==> src/rtl/lcd_driver.sv <==
// lcd_driver: responder end of the decoder-to-LCD print interface.
// Runs the HD44780 power-on init by itself, then prints one character per
// strt/lcd_done handshake, optionally moving the cursor first.
// Optional feature macro: LCD_HEX_EN (print the byte as two uppercase hex digits).
module lcd_driver #(
  parameter int unsigned PWRUP_CYC    = 750000,
  parameter int unsigned E_PULSE_CYC  = 12,
  parameter int unsigned CMD_WAIT_CYC = 2000,
  parameter int unsigned CLR_WAIT_CYC = 82000
) (
  input  logic       clk,
  input  logic       sys_rst_n,
  input  logic       strt,
  input  logic [7:0] lcd_data,
  input  logic [7:0] data_loc,
  input  logic       loc_req,
  output logic       lcd_done,
  output logic       busy,
  output logic       init_done,
  output logic       lcd_rs,
  output logic       lcd_rw,
  output logic       lcd_e,
  output logic [7:0] lcd_db
);

`ifdef LCD_HEX_EN
  localparam bit HEX_EN = 1'b1;
`else
  localparam bit HEX_EN = 1'b0;
`endif

  localparam int unsigned MAX_A   = (PWRUP_CYC > CLR_WAIT_CYC) ? PWRUP_CYC : CLR_WAIT_CYC;
  localparam int unsigned MAX_B   = (CMD_WAIT_CYC > E_PULSE_CYC) ? CMD_WAIT_CYC : E_PULSE_CYC;
  localparam int unsigned MAX_CYC = (MAX_A > MAX_B) ? MAX_A : MAX_B;
  localparam int unsigned CNT_W   = $clog2(MAX_CYC + 1);

  typedef enum logic [2:0] {
    S_PWRUP, S_INIT, S_IDLE, S_SET_ADDR, S_WR_CHAR, S_DONE, S_REARM
  } state_t;

  // Sub-phases of one bus write, shared by every writing state.
  typedef enum logic [1:0] {P_SETUP, P_PULSE, P_WAIT} phase_t;

  state_t           state_q, state_d;
  phase_t           ph_q, ph_d;
  logic [CNT_W-1:0] cnt_q, cnt_d;
  logic [1:0]       idx_q, idx_d;
  logic             nib_q, nib_d;
  logic [7:0]       chr_q, chr_d;
  logic [4:0]       loc_q, loc_d;
  logic             wr_fin;
  logic [CNT_W-1:0] wait_last;
  logic             done_d, busy_d, init_done_d, rs_d, e_d;
  logic [7:0]       db_d;

  // Column bits [7:5] of the location carry no meaning.
  logic unused_loc_bits;
  assign unused_loc_bits = ^data_loc[7:5];

  assign lcd_rw = 1'b0;

  function automatic logic is_write(input state_t st);
    return (st == S_INIT) || (st == S_SET_ADDR) || (st == S_WR_CHAR);
  endfunction

  function automatic logic [7:0] hex_digit(input logic [3:0] n);
    return (n < 4'd10) ? (8'h30 + {4'h0, n}) : (8'h37 + {4'h0, n});
  endfunction

  // Byte placed on the bus for a given write state.
  function automatic logic [7:0] write_byte(input state_t st, input logic [1:0] idx,
                                            input logic nib, input logic [7:0] chr,
                                            input logic [4:0] loc);
    logic [7:0] b;
    b = 8'h00;
    case (st)
      S_INIT: begin
        case (idx)
          2'd0:    b = 8'h38;
          2'd1:    b = 8'h0C;
          2'd2:    b = 8'h01;
          default: b = 8'h06;
        endcase
      end
      S_SET_ADDR: b = {1'b1, loc[4], 2'b00, loc[3:0]};
      S_WR_CHAR: begin
        if (HEX_EN) b = hex_digit(nib ? chr[3:0] : chr[7:4]);
        else        b = chr;
      end
      default: b = 8'h00;
    endcase
    return b;
  endfunction

  // The clear-display command needs the long settle time.
  assign wait_last = ((state_q == S_INIT) && (idx_q == 2'd2)) ? CNT_W'(CLR_WAIT_CYC - 1)
                                                              : CNT_W'(CMD_WAIT_CYC - 1);

  // Next-state and next-output logic.
  always_comb begin
    state_d     = state_q;
    ph_d        = ph_q;
    cnt_d       = cnt_q;
    idx_d       = idx_q;
    nib_d       = nib_q;
    chr_d       = chr_q;
    loc_d       = loc_q;
    init_done_d = init_done;
    wr_fin      = 1'b0;

    if (is_write(state_q)) begin
      case (ph_q)
        P_SETUP: begin
          ph_d  = P_PULSE;
          cnt_d = '0;
        end
        P_PULSE: begin
          if (cnt_q == CNT_W'(E_PULSE_CYC - 1)) begin
            ph_d  = P_WAIT;
            cnt_d = '0;
          end else begin
            cnt_d = cnt_q + CNT_W'(1);
          end
        end
        default: begin
          if (cnt_q == wait_last) begin
            wr_fin = 1'b1;
            cnt_d  = '0;
          end else begin
            cnt_d = cnt_q + CNT_W'(1);
          end
        end
      endcase
    end

    case (state_q)
      S_PWRUP: begin
        if (cnt_q == CNT_W'(PWRUP_CYC - 1)) begin
          state_d = S_INIT;
          ph_d    = P_SETUP;
          cnt_d   = '0;
          idx_d   = 2'd0;
        end else begin
          cnt_d = cnt_q + CNT_W'(1);
        end
      end
      S_INIT: begin
        if (wr_fin) begin
          if (idx_q == 2'd3) begin
            state_d     = S_IDLE;
            init_done_d = 1'b1;
          end else begin
            idx_d = idx_q + 2'd1;
            ph_d  = P_SETUP;
          end
        end
      end
      S_IDLE: begin
        if (strt) begin
          chr_d   = lcd_data;
          loc_d   = data_loc[4:0];
          nib_d   = 1'b0;
          ph_d    = P_SETUP;
          cnt_d   = '0;
          state_d = loc_req ? S_SET_ADDR : S_WR_CHAR;
        end
      end
      S_SET_ADDR: begin
        if (wr_fin) begin
          state_d = S_WR_CHAR;
          ph_d    = P_SETUP;
        end
      end
      S_WR_CHAR: begin
        if (wr_fin) begin
          if (HEX_EN && !nib_q) begin
            nib_d = 1'b1;
            ph_d  = P_SETUP;
          end else begin
            state_d = S_DONE;
          end
        end
      end
      S_DONE:  state_d = S_REARM;
      S_REARM: if (!strt) state_d = S_IDLE;
      default: state_d = S_PWRUP;
    endcase

    // Registered outputs follow the state being entered.
    e_d  = is_write(state_d) && (ph_d == P_PULSE);
    rs_d = lcd_rs;
    db_d = lcd_db;
    if (is_write(state_d)) begin
      rs_d = (state_d == S_WR_CHAR);
      db_d = write_byte(state_d, idx_d, nib_d, chr_d, loc_d);
    end
    done_d = (state_d == S_DONE);
    busy_d = (state_d != S_IDLE);
  end

  // State and output registers; reset aborts any write in flight.
  always_ff @(posedge clk or negedge sys_rst_n) begin
    if (!sys_rst_n) begin
      state_q   <= S_PWRUP;
      ph_q      <= P_SETUP;
      cnt_q     <= '0;
      idx_q     <= 2'd0;
      nib_q     <= 1'b0;
      chr_q     <= 8'h00;
      loc_q     <= 5'd0;
      lcd_done  <= 1'b0;
      busy      <= 1'b1;
      init_done <= 1'b0;
      lcd_rs    <= 1'b0;
      lcd_e     <= 1'b0;
      lcd_db    <= 8'h00;
    end else begin
      state_q   <= state_d;
      ph_q      <= ph_d;
      cnt_q     <= cnt_d;
      idx_q     <= idx_d;
      nib_q     <= nib_d;
      chr_q     <= chr_d;
      loc_q     <= loc_d;
      lcd_done  <= done_d;
      busy      <= busy_d;
      init_done <= init_done_d;
      lcd_rs    <= rs_d;
      lcd_e     <= e_d;
      lcd_db    <= db_d;
    end
  end

endmodule

==> config.mk <==
export PLATFORM = sky130hd
export DESIGN_NAME = lcd_driver
export DESIGN_NICKNAME = d
export VERILOG_FILES = /design/src/rtl/lcd_driver.sv
export SDC_FILE = /design/constraint.sdc
export NUM_CORES = 1
export LEC_CHECK = 0
export BUFFER_PORTS_ARGS = -buffer_cell sky130_fd_sc_hd__buf_4
export CORE_MARGIN = 2
export CORE_UTILIZATION = 50
export CTS_CLUSTER_DIAMETER = 120
export DETAILED_ROUTE_END_ITERATION = 6
export HOLD_SLACK_MARGIN = 0.02
export PLACE_DENSITY = 0.81
export SLEW_MARGIN = 10
export SYNTH_ARGS = -nofsm -noshare
export SYNTH_HDL_FRONTEND = slang
export SYNTH_SLANG_ARGS = --single-unit
==> constraint.sdc <==
create_clock -name clk -period 3.14 [get_ports clk]
set_input_delay 0.157 -clock clk [delete_from_list [all_inputs] [get_ports clk]]
set_output_delay 0.157 -clock clk [all_outputs]
set_load 0.005 [all_outputs]
Word-level counts from Yosys, hierarchy flattened
Cells that the tools add are included.
{ "totals": {"output_inout_bits": 14, "ff_bits": 53} }
{ "classes": {"n_mux": 39, "reduce_logical": 11, "eq_ne": 20, "addsub": 2} }
{ "op_table": {"columns": ["op", "count"], "rows": [
  ["20-bit two-way mux", 5],
  ["20-bit one-hot mux with 2 select lines", 2],
  ["3-bit two-way mux", 8],
  ["8-bit one-hot mux with 3 select lines", 1],
  ["3-bit one-hot mux with 7 select lines", 1],
  ["20-bit by 1-bit adder with 20-bit output, second input constant", 1],
  ["20-bit by 17-bit == test with 1-bit output", 1],
  ["20-bit == test, second input constant", 1],
  ["20-bit by 4-bit == test with 1-bit output, second input constant", 1],
  ["2-bit two-way mux", 10],
  ["6-bit one-hot mux with 3 select lines", 1],
  ["17-bit two-way mux", 1],
  ["8-bit two-way mux", 2],
  ["3-bit == test, second input constant", 5],
  ["5-bit two-way mux", 2],
  ["3-bit by 2-bit == test with 1-bit output, second input constant", 3],
  ["2-bit one-hot mux with 2 select lines", 2],
  ["2-bit one-hot mux with 4 select lines", 1],
  ["2-bit by 1-bit == test with 1-bit output, second input constant", 3],
  ["2-bit == test, second input constant", 3],
  ["3-bit by 1-bit == test with 1-bit output, second input constant", 2],
  ["2-bit logical NOT", 2],
  ["1-bit logical OR", 4],
  ["3-bit logical NOT", 1],
  ["other kinds (6)", 9]
]} }

Depth between registers and ports, before layout
Gate-level depths: netlist of the first run.
{ "depth": {"ltp_word": 13, "depth_mapped": 10} }

Worst setup path after synthesis of the first run
OpenSTA, ideal clock, no wires.
{ "synth_timing": {"path_kind": "reg2reg", "from": "register cnt_q[16]", "to": "register lcd_db[0]", "setup_ns": 0.125, "t_required_ns": 3.015, "stages_incl_launch_ff": 10, "period_less_slack_ns": 2.465, "path_buffers": 2, "path_slack_ns": 0.675, "arrival_ns": 2.340, "path_cell_list": "dfrtp_1 clkbuf_1 or4_4 mux2i_4 a21boi_0 or2_1 nor2b_1 o21a_1 buf_2 mux2_2"} }
{ "synth_via": {"elab_chain_cells": 9, "elab_cells_between_ends": 23, "cone_classes": "eq/ne (7); mux (13); reduce/logical (3)"} }
{ "synth_rtl": {"columns": ["element", "line_no", "rtl"], "rows": [
  ["from (decl)", "46", "logic [CNT_W-1:0] cnt_q, cnt_d;"],
  ["from (signal assigned)", "220", "cnt_q <= cnt_d;"],
  ["20-bit by 17-bit == test with 1-bit output", "126", "if (cnt_q == wait_last) begin"],
  ["1-bit two-way mux", "126", null],
  ["1-bit two-way mux", "112", "case (ph_q)"],
  ["1-bit two-way mux", "111", "if (is_write(state_q)) begin"],
  ["2-bit two-way mux (tied with other cells)", "148", "if (wr_fin) begin"],
  ["2-bit one-hot mux with 2 select lines / 3-bit one-hot mux with 7 select lines (equally long branches)", "136", "case (state_q)"],
  ["2-bit == test (tied with other cells)", "78", "case (idx)"],
  ["6-bit one-hot mux with 3 select lines / 1-bit logical OR (equally long branches)", "78, 63", null],
  ["8-bit one-hot mux with 3 select lines / 1-bit logical OR (equally long branches)", "76, 63", null],
  ["to (signal assigned)", "216", "lcd_db <= 8'h00;"],
  ["to (signal assigned)", "230", "lcd_db <= db_d;"],
  ["to (decl)", "23", "output logic [7:0] lcd_db"]
]} }
Parallel ways exist; a longest one is shown, timed or not.
A chain may end at the register's enable or synchronous reset.

Worst setup path in the final report of the first run
{ "layout_timing": {"from": "register cnt_q[11]", "to": "register cnt_q[6]"} }
{ "layout_via": {"elab_chain_cells": 6, "elab_cells_between_ends": 10, "cone_classes": "eq/ne (3); mux (7)"} }
{ "layout_rtl": {"columns": ["element", "line_no", "rtl"], "rows": [
  ["20-bit by 17-bit == test with 1-bit output / 20-bit by 4-bit == test with 1-bit output (equally long branches)", "126, 118", null],
  ["20-bit two-way mux, on equally long branches", "126, 118", null],
  ["20-bit one-hot mux with 2 select lines", "112", null],
  ["20-bit two-way mux", "111", null],
  ["20-bit two-way mux", "159", "if (strt) begin"],
  ["20-bit one-hot mux with 2 select lines (*)", "136", null],
  ["net cnt_d[6]", "46", null]
]} }
Mark *: on every way through the listed nets, which the timed path passes. The rest lies on a longest branch.

==> results.tsv, run 1 <==
stage	metric	value	unit
status	status	complete, no violations	
clocking	post-CTS resize count	0	
cells_and_area	diode count	0	
drt	final wirelength	6127	um
cells_and_area	Final nets	339	
min_path	Hold WC Path Type	primary input to flop	
pwr	Total Power	1107	uW
clocking	Clock Pin Slew Worst Setup and Hold Paths	0.10	ns
drt	DRT antenna net count	0	
floorplanning	# IOs	34	
setup_path	CP Class	flop to flop	
drt	TritonRoute pass-1 iters	5	
min_path	hold depth	2	
global_routing	vias in the first global route	2229	
setup_path	reg2reg start	cnt_q[11]	
setup_path	Crit path arrival time	2.94	ns
cells_and_area	Non-Filler Instances	391	
placement	Post-DP Area	3110	sq um
setup_path	Max Fanout on Critical Path	33	
clocking	Clock Tree Buf Depth	2	
setup_path	RR Endpoint	cnt_q[6]	
placement	DP HPWL	4295	um
clocking	H-tree lvl count	2	
floorplanning	core region area	5507	sq um
sta	RSZ-0062 raised after global routing	no	
yosys	Cells after Synth	292	
setup_path	r2r worst-path depth	9	
sta	fin crit share	0.8753	
floorplanning	row cnt	27	
drt	DR iter-0 viols	161	
setup_path	CP Capture Type	flop	
cells_and_area	area grow syn2layout	12.89	%
yosys	post-synth cell types	58	
sta	skew final	0.008147	ns
sta	Slew headroom	0.4012	
min_path	worst hold start	data_loc[4]	
sta	Max Fclk	363.9	MHz
cells_and_area	commonest non-fill, non-tap cell in the layout	dfrtp_1	
yosys	syn nets	313	
clocking	post-CTS setup-driven buffer insertion count	0	
clocking	CTS root buf	clkbuf_8	
global_routing	initial antenna violation count	0	
pwr	LEAKAGE	0.001468	uW
setup_path	setup slack, reg-to-reg	0.39	ns
min_path	hold endpoint	loc_q[4]	
yosys	#FFs+latches synth	53	
yosys	Post-synth ARST share	1.000	
clocking	CTS Buf Count	5	
clocking	CTS tree	built	
drt	Wirelength per Cell	15.67	um
placement	GP Congestion	0.8692	
global_routing	GRT Total Usage	0.2114	
floorplanning	die footprint	6308	sq um
pwr	power per cell area	344.7	nW/um^2
global_routing	largest net degree at the start of global routing	54	
sta	final setup fails	0	
sta	Slew Limit Fails	0	
placement	port buffer count	29	
drt	Vias/cell	5.969	
floorplanning	Die X	79.42	um
sta	final worst path period need	2.748	ns
sta	Fin Setup TNS	0	ns
yosys	Avg Cell Area, Syn	9.740	sq um
sta	worst-margin pin slew	0.8982	ns
cells_and_area	fin util	0.5830	
cells_and_area	commonest cells after routing, fill and taps aside	dfrtp_1 (52), nand2_1 (37), buf_4 (33)	
sta	final hold violations	0	
flow_run	Max-Cap Viols	0	
cells_and_area	post-route cell area	3211	sq um
global_routing	grt ovf	0	
yosys	Mapped Area	2844	sq um
yosys	Seq/Total Area, Yosys	0.4668	
pwr	peak supply drop	207.1	uV
floorplanning	die outline height	79.42	um
setup_path	Worst Path Required	3.33	ns
clocking	CTS sink cnt	53	
yosys	dominant synthesized flop cell	dfrtp_1	
placement	placed insts	382	
setup_path	Startpoint Class	flop	
yosys	Yosys warning count	0	
cells_and_area	share of cells above drive strength 1	0.2163	
yosys	EDFF count, synth	0	
floorplanning	Initial Utilization	0.5165	
drt	Vias	2334	
clocking	worst-skew pair later-pin latency	0.32	ns
drt	drt drc	0	
global_routing	first-pass GRT wire length	10520	um
worst max path at each step:
stage,startpoint,endpoint,slack (ns),cells after the start
final,cnt_q[11],cnt_q[6],0.39,9
after global routing,cnt_q[11],cnt_q[12],0.17,9
after CTS,cnt_q[7],lcd_db[1],0.40,8
after detailed placement,cnt_q[7],lcd_db[1],0.41,8
after global placement,cnt_q[7],lcd_db[2],0.45,8
after floorplan,cnt_q[16],lcd_db[0],0.68,9
what timing repair did:
action,in CTS,in global routing
hold endpoints to repair,52,0
hold buffers,1,0
setup endpoints to repair,0,0
flip-flops by register name (all words and copies together) (netlist names):
name	cells
lcd_done	1
cnt_q	20
idx_q	2
init_done	1
ph_q	2
lcd_e	1
lcd_rs	1
chr_q	8
busy	1
state_q	3
lcd_db	8
loc_q	5
cells in the mapped netlist, types with 2 or more instances:
master / number / share of area
o21a_1: 3 / 0.0079
nor2_1: 18 / 0.024
a221o_1: 6 / 0.021
and2_1: 2 / 0.0044
nand3_1: 10 / 0.018
and4_1: 2 / 0.0062
xnor2_1: 3 / 0.0092
nor3_1: 6 / 0.011
nand2_1: 37 / 0.049
nand2b_1: 7 / 0.015
o22ai_1: 2 / 0.0044
and3_1: 7 / 0.015
xor2_1: 2 / 0.0062
dfrtp_1: 52 / 0.46
nor4_1: 5 / 0.011
clkbuf_1: 5 / 0.0066
nor4b_1: 2 / 0.0062
mux2_2: 16 / 0.063
a21boi_0: 3 / 0.0079
nor2b_1: 8 / 0.018
o21ai_0: 30 / 0.053
o31ai_1: 4 / 0.011
buf_2: 8 / 0.014
a31oi_1: 3 / 0.0066
inv_1: 8 / 0.011
o41ai_1: 4 / 0.012
a21oi_1: 3 / 0.0053
nand4_1: 4 / 0.0088
or2_1: 2 / 0.0044
or4_4: 2 / 0.0079
area by class of cell:
cell class	count	area [sq um]
Clock buffer	5	68.82
Clock inverter	3	21.27
Fill cell	459	2296
Inverter	8	30.03
Multi-Input combinational cell	216	1415
Sequential cell	53	1328
Tap cell	72	90.09
Timing Repair Buffer	34	257.7
routing by layer:
| metal | up-vias | part of all wire | global-route usage |
|---|---|---|---|
| li1 | 1109 | - | - |
| met3 | 10 | 0.046 | 0.03620 |
| met1 | 1140 | 0.46 | 0.2984 |
| met2 | 75 | 0.48 | 0.3269 |
| met4 | 0 | 0.015 | 0.07931 |
| met5 | - | 0 | 0 |
report_power, final:
| part | leakage (uW) | internal (uW) | total [uW] | switching, uW |
|---|---|---|---|---|
| Combinational | 0.000722 | 13.7 | 31.2 | 17.5 |
| Sequential | 0.000701 | 682 | 682 | 0 |
| Clock | 0.0000445 | 159 | 393 | 235 |
| Total | 0.00147 | 854 | 1110 | 252 |
logic make-up after synthesis:
| group | after synthesis | synth area share |
|---|---|---|
| compound gates | 69 | 0.1720 |
| xor+xnor | 5 | 0.01540 |
| fa+ha+maj | 1 | 0.004399 |
| buf+inv | 23 | 0.03564 |
| flops | 53 | 0.4668 |
| mux | 19 | 0.07875 |
| other cells | 1 | 0.001319 |
| simple gates | 121 | 0.2257 |
worst max-delay path: stages, from the launching register on:
cell	delay (ns)
dfrtp_1	0.46
nor4_1	0.46
nor4b_1	0.44
and4_1	0.33
o21bai_1	0.09
a31oi_2	0.16
buf_4	0.31
o21ai_0	0.16
nand2_1	0.12
o41ai_1	0.08
metrics by stage:
stage	worst slack [ns]	hold WS, ns
final	0.3917	0.08099
after global routing	0.1738	0.07494
after CTS	0.3959	0.07578
after detailed placement	0.4112	0.2322
after global placement	0.4480	0.2257
after floorplan	0.6754	-0.1386
(Power assumes the default switching activity.)
==> run 2, diff against run 1 <==
--- a/config.mk
+++ b/config.mk
@@ -7,11 +7,11 @@
 export LEC_CHECK = 0
 export BUFFER_PORTS_ARGS = -buffer_cell sky130_fd_sc_hd__buf_4
 export CORE_MARGIN = 2
-export CORE_UTILIZATION = 50
-export CTS_CLUSTER_DIAMETER = 120
+export CORE_UTILIZATION = 54
+export CTS_CLUSTER_DIAMETER = 200
 export DETAILED_ROUTE_END_ITERATION = 6
 export HOLD_SLACK_MARGIN = 0.02
-export PLACE_DENSITY = 0.81
+export PLACE_DENSITY = 0.86
 export SLEW_MARGIN = 10
 export SYNTH_ARGS = -nofsm -noshare
 export SYNTH_HDL_FRONTEND = slang
==> results.tsv, run 2 (synthesis results as in run 1) <==
stage	metric	value	unit	change
setup_path	CP Class	flop to flop		unchanged
cells_and_area	area grow syn2layout	12.93	%	was 12.89%
setup_path	Worst Path Required	3.33	ns	about the same
cells_and_area	share of cells above drive strength 1	0.2156		was 0.2163
placement	DP HPWL	4233	um	was 4295 um
drt	DRT antenna net count	0		unchanged
clocking	Clock Tree Buf Depth	2		unchanged
sta	skew final	0.006028	ns	was 0.008147 ns
sta	Max Fclk	349.2	MHz	was 363.9 MHz
floorplanning	row cnt	26		was 27
sta	RSZ-0062 raised after global routing	no		unchanged
drt	TritonRoute pass-1 iters	5		unchanged
drt	Vias	2316		was 2334
setup_path	crit path capture	lcd_db[2]		was cnt_q[6]
setup_path	reg2reg start	cnt_q[7]		was cnt_q[11]
setup_path	setup slack, reg-to-reg	0.28	ns	was 0.39 ns
cells_and_area	diode count	0		unchanged
cells_and_area	Largest regs	cnt_q x20, chr_q x8, lcd_db x8		unchanged
global_routing	grt ovf	0		unchanged
setup_path	CP Capture Type	flop		unchanged
placement	worst slack, placed	0.3791	ns	was 0.4112 ns
status	status	complete, no violations		unchanged
cells_and_area	commonest non-fill, non-tap cell in the layout	dfrtp_1		unchanged
global_routing	largest net degree at the start of global routing	54		unchanged
sta	final worst setup slack	0.2761	ns	was 0.3917 ns
floorplanning	die footprint	5863	sq um	was 6308 sq um
sta	Fin Setup TNS	0	ns	unchanged
placement	placed insts	381		was 382
cells_and_area	max FFs per register	20		unchanged
pwr	LEAKAGE	0.001474	uW	was 0.001468 uW
global_routing	GRT Total Usage	0.2148		was 0.2114
drt	Vias/cell	5.938		was 5.969
cells_and_area	commonest cells after routing, fill and taps aside	dfrtp_1 (52), nand2_1 (37), buf_4 (34)		was dfrtp_1 (52), nand2_1 (37), buf_4 (33)
sta	final worst path period need	2.864	ns	was 2.748 ns
floorplanning	Initial Utilization	0.5568		was 0.5165
sta	fin crit share	0.9121		was 0.8753
drt	Wirelength per Cell	15.25	um	was 15.67 um
setup_path	Max Fanout on Critical Path	8		was 33
pwr	power per cell area	340.3	nW/um^2	was 344.7 nW/um^2
min_path	Hold WC Path Type	primary input to flop		unchanged
drt	drt drc	0		unchanged
drt	DR iter-0 viols	187		was 161
setup_path	crit-path max cell delay	0.53	ns	was 0.46 ns
floorplanning	core region area	5107	sq um	was 5507 sq um
clocking	Clock Pin Slew Worst Setup and Hold Paths	0.10	ns	about the same
clocking	CTS tree	built		unchanged
placement	port buffer count	29		unchanged
global_routing	first-pass GRT wire length	10300	um	was 10520 um
global_routing	vias in the first global route	2215		was 2229
clocking	H-tree lvl count	2		unchanged
floorplanning	die outline height	76.57	um	was 79.42 um
floorplanning	Die X	76.57	um	was 79.42 um
setup_path	CP cell instances	nand2_1 > or4_4 > mux2i_4 > a21boi_0 > or2_1 > nor2b_1 > o21a_1 > mux2_2		was nor4_1 > nor4b_1 > and4_1 > o21bai_1 > a31oi_2 > buf_4 > o21ai_0 > nand2_1 > o41ai_1
sta	Slew headroom	0.4755		was 0.4012
floorplanning	# IOs	34		unchanged
pwr	peak supply drop	216.1	uV	was 207.1 uV
placement	GP Congestion	0.8667		was 0.8692
sta	final setup fails	0		unchanged
setup_path	Setup crit start	cnt_q[7]		was cnt_q[11]
setup_path	Crit path arrival time	3.06	ns	was 2.94 ns
flow_run	Max-Cap Viols	0		unchanged
global_routing	initial antenna violation count	0		unchanged
sta	final hold violations	0		unchanged
clocking	CTS root buf	clkbuf_8		unchanged
cells_and_area	Non-Filler Instances	390		was 391
sta	worst-margin pin slew	0.7868	ns	was 0.8982 ns
drt	final wirelength	5948	um	was 6127 um
clocking	post-CTS setup-driven buffer insertion count	0		unchanged
setup_path	Slowest cell on crit path	or4_4		was dfrtp_1
setup_path	RR Endpoint	lcd_db[2]		was cnt_q[6]
cells_and_area	Final nets	340		was 339
sta	Slew Limit Fails	0		unchanged
clocking	CTS sink cnt	53		unchanged
clocking	CTS Buf Count	5		unchanged
cells_and_area	fin util	0.6289		was 0.5830
setup_path	r2r worst-path depth	8		was 9
cells_and_area	Top reg by flops	cnt_q		unchanged
clocking	worst-skew pair later-pin latency	0.30	ns	was 0.32 ns
setup_path	Startpoint Class	flop		unchanged
[run 2: cell count changes in the layout (fill, tap and decap cells not counted)]
cell        previous run  this run
clkbuf_1               0         1
clkinvlp_4             1         0
buf_4                 33        34
[run 2: worst min-delay path by stage]
stage,startpoint,end,cells after the start
after CTS,data_loc[3],loc_q[3],2
final,data_loc[3],loc_q[3],2
after global placement,sys_rst_n,cnt_q[1],1
after floorplan,sys_rst_n,chr_q[0],0
after detailed placement,sys_rst_n,cnt_q[0],1
after global routing,lcd_data[2],chr_q[2],2
[run 2: what timing repair did]
action | in CTS | in global routing
gates resized for setup | 0 | 0
hold endpoints to repair | 52 | 0
hold buffers | 1 | 0
[run 2: per-layer routing]
metal	GRT usage	wire, um	vias to the layer above
li1	-	-	1112
met1	0.3035	2719	1120
met2	0.3425	2845	75
met3	0.04028	313	9
met4	0.05818	69	0
met5	0	0	-
[run 2: layout make-up]
type | instances | area, sq um
Clock inverter | 2 | 13.76
Inverter | 8 | 30.03
Tap cell | 70 | 87.58
Timing Repair Buffer | 35 | 265.3
Fill cell | 427 | 1896
Multi-Input combinational cell | 216 | 1415
Clock buffer | 6 | 72.57
Sequential cell | 53 | 1328
[run 2: stage by stage]
| step | area, sq um | total power (uW) | hold slack [ns] |
|---|---|---|---|
| after floorplan | 2844 | 698.0 | -0.1386 |
| after global placement | 3115 | 726.1 | 0.2254 |
| after detailed placement | 3115 | 726.2 | 0.2291 |
| after CTS | 3212 | 1105 | 0.08980 |
| after global routing | 3212 | 1134 | 0.09658 |
| final | 3212 | 1093 | 0.09740 |
[run 2: worst max-delay path: cells and delay by family, from the launching register on]
family	cells	cell delay, ns
mux	2	0.63
compound gates	2	0.48
simple gates	4	1.13
flops	1	0.51
[run 2: where the power goes]
part           internal [uW]  switching, uW  leakage, uW
registers                682              0     0.000701
logic                   13.7           17.2     0.000727
clock network            159            221    0.0000456
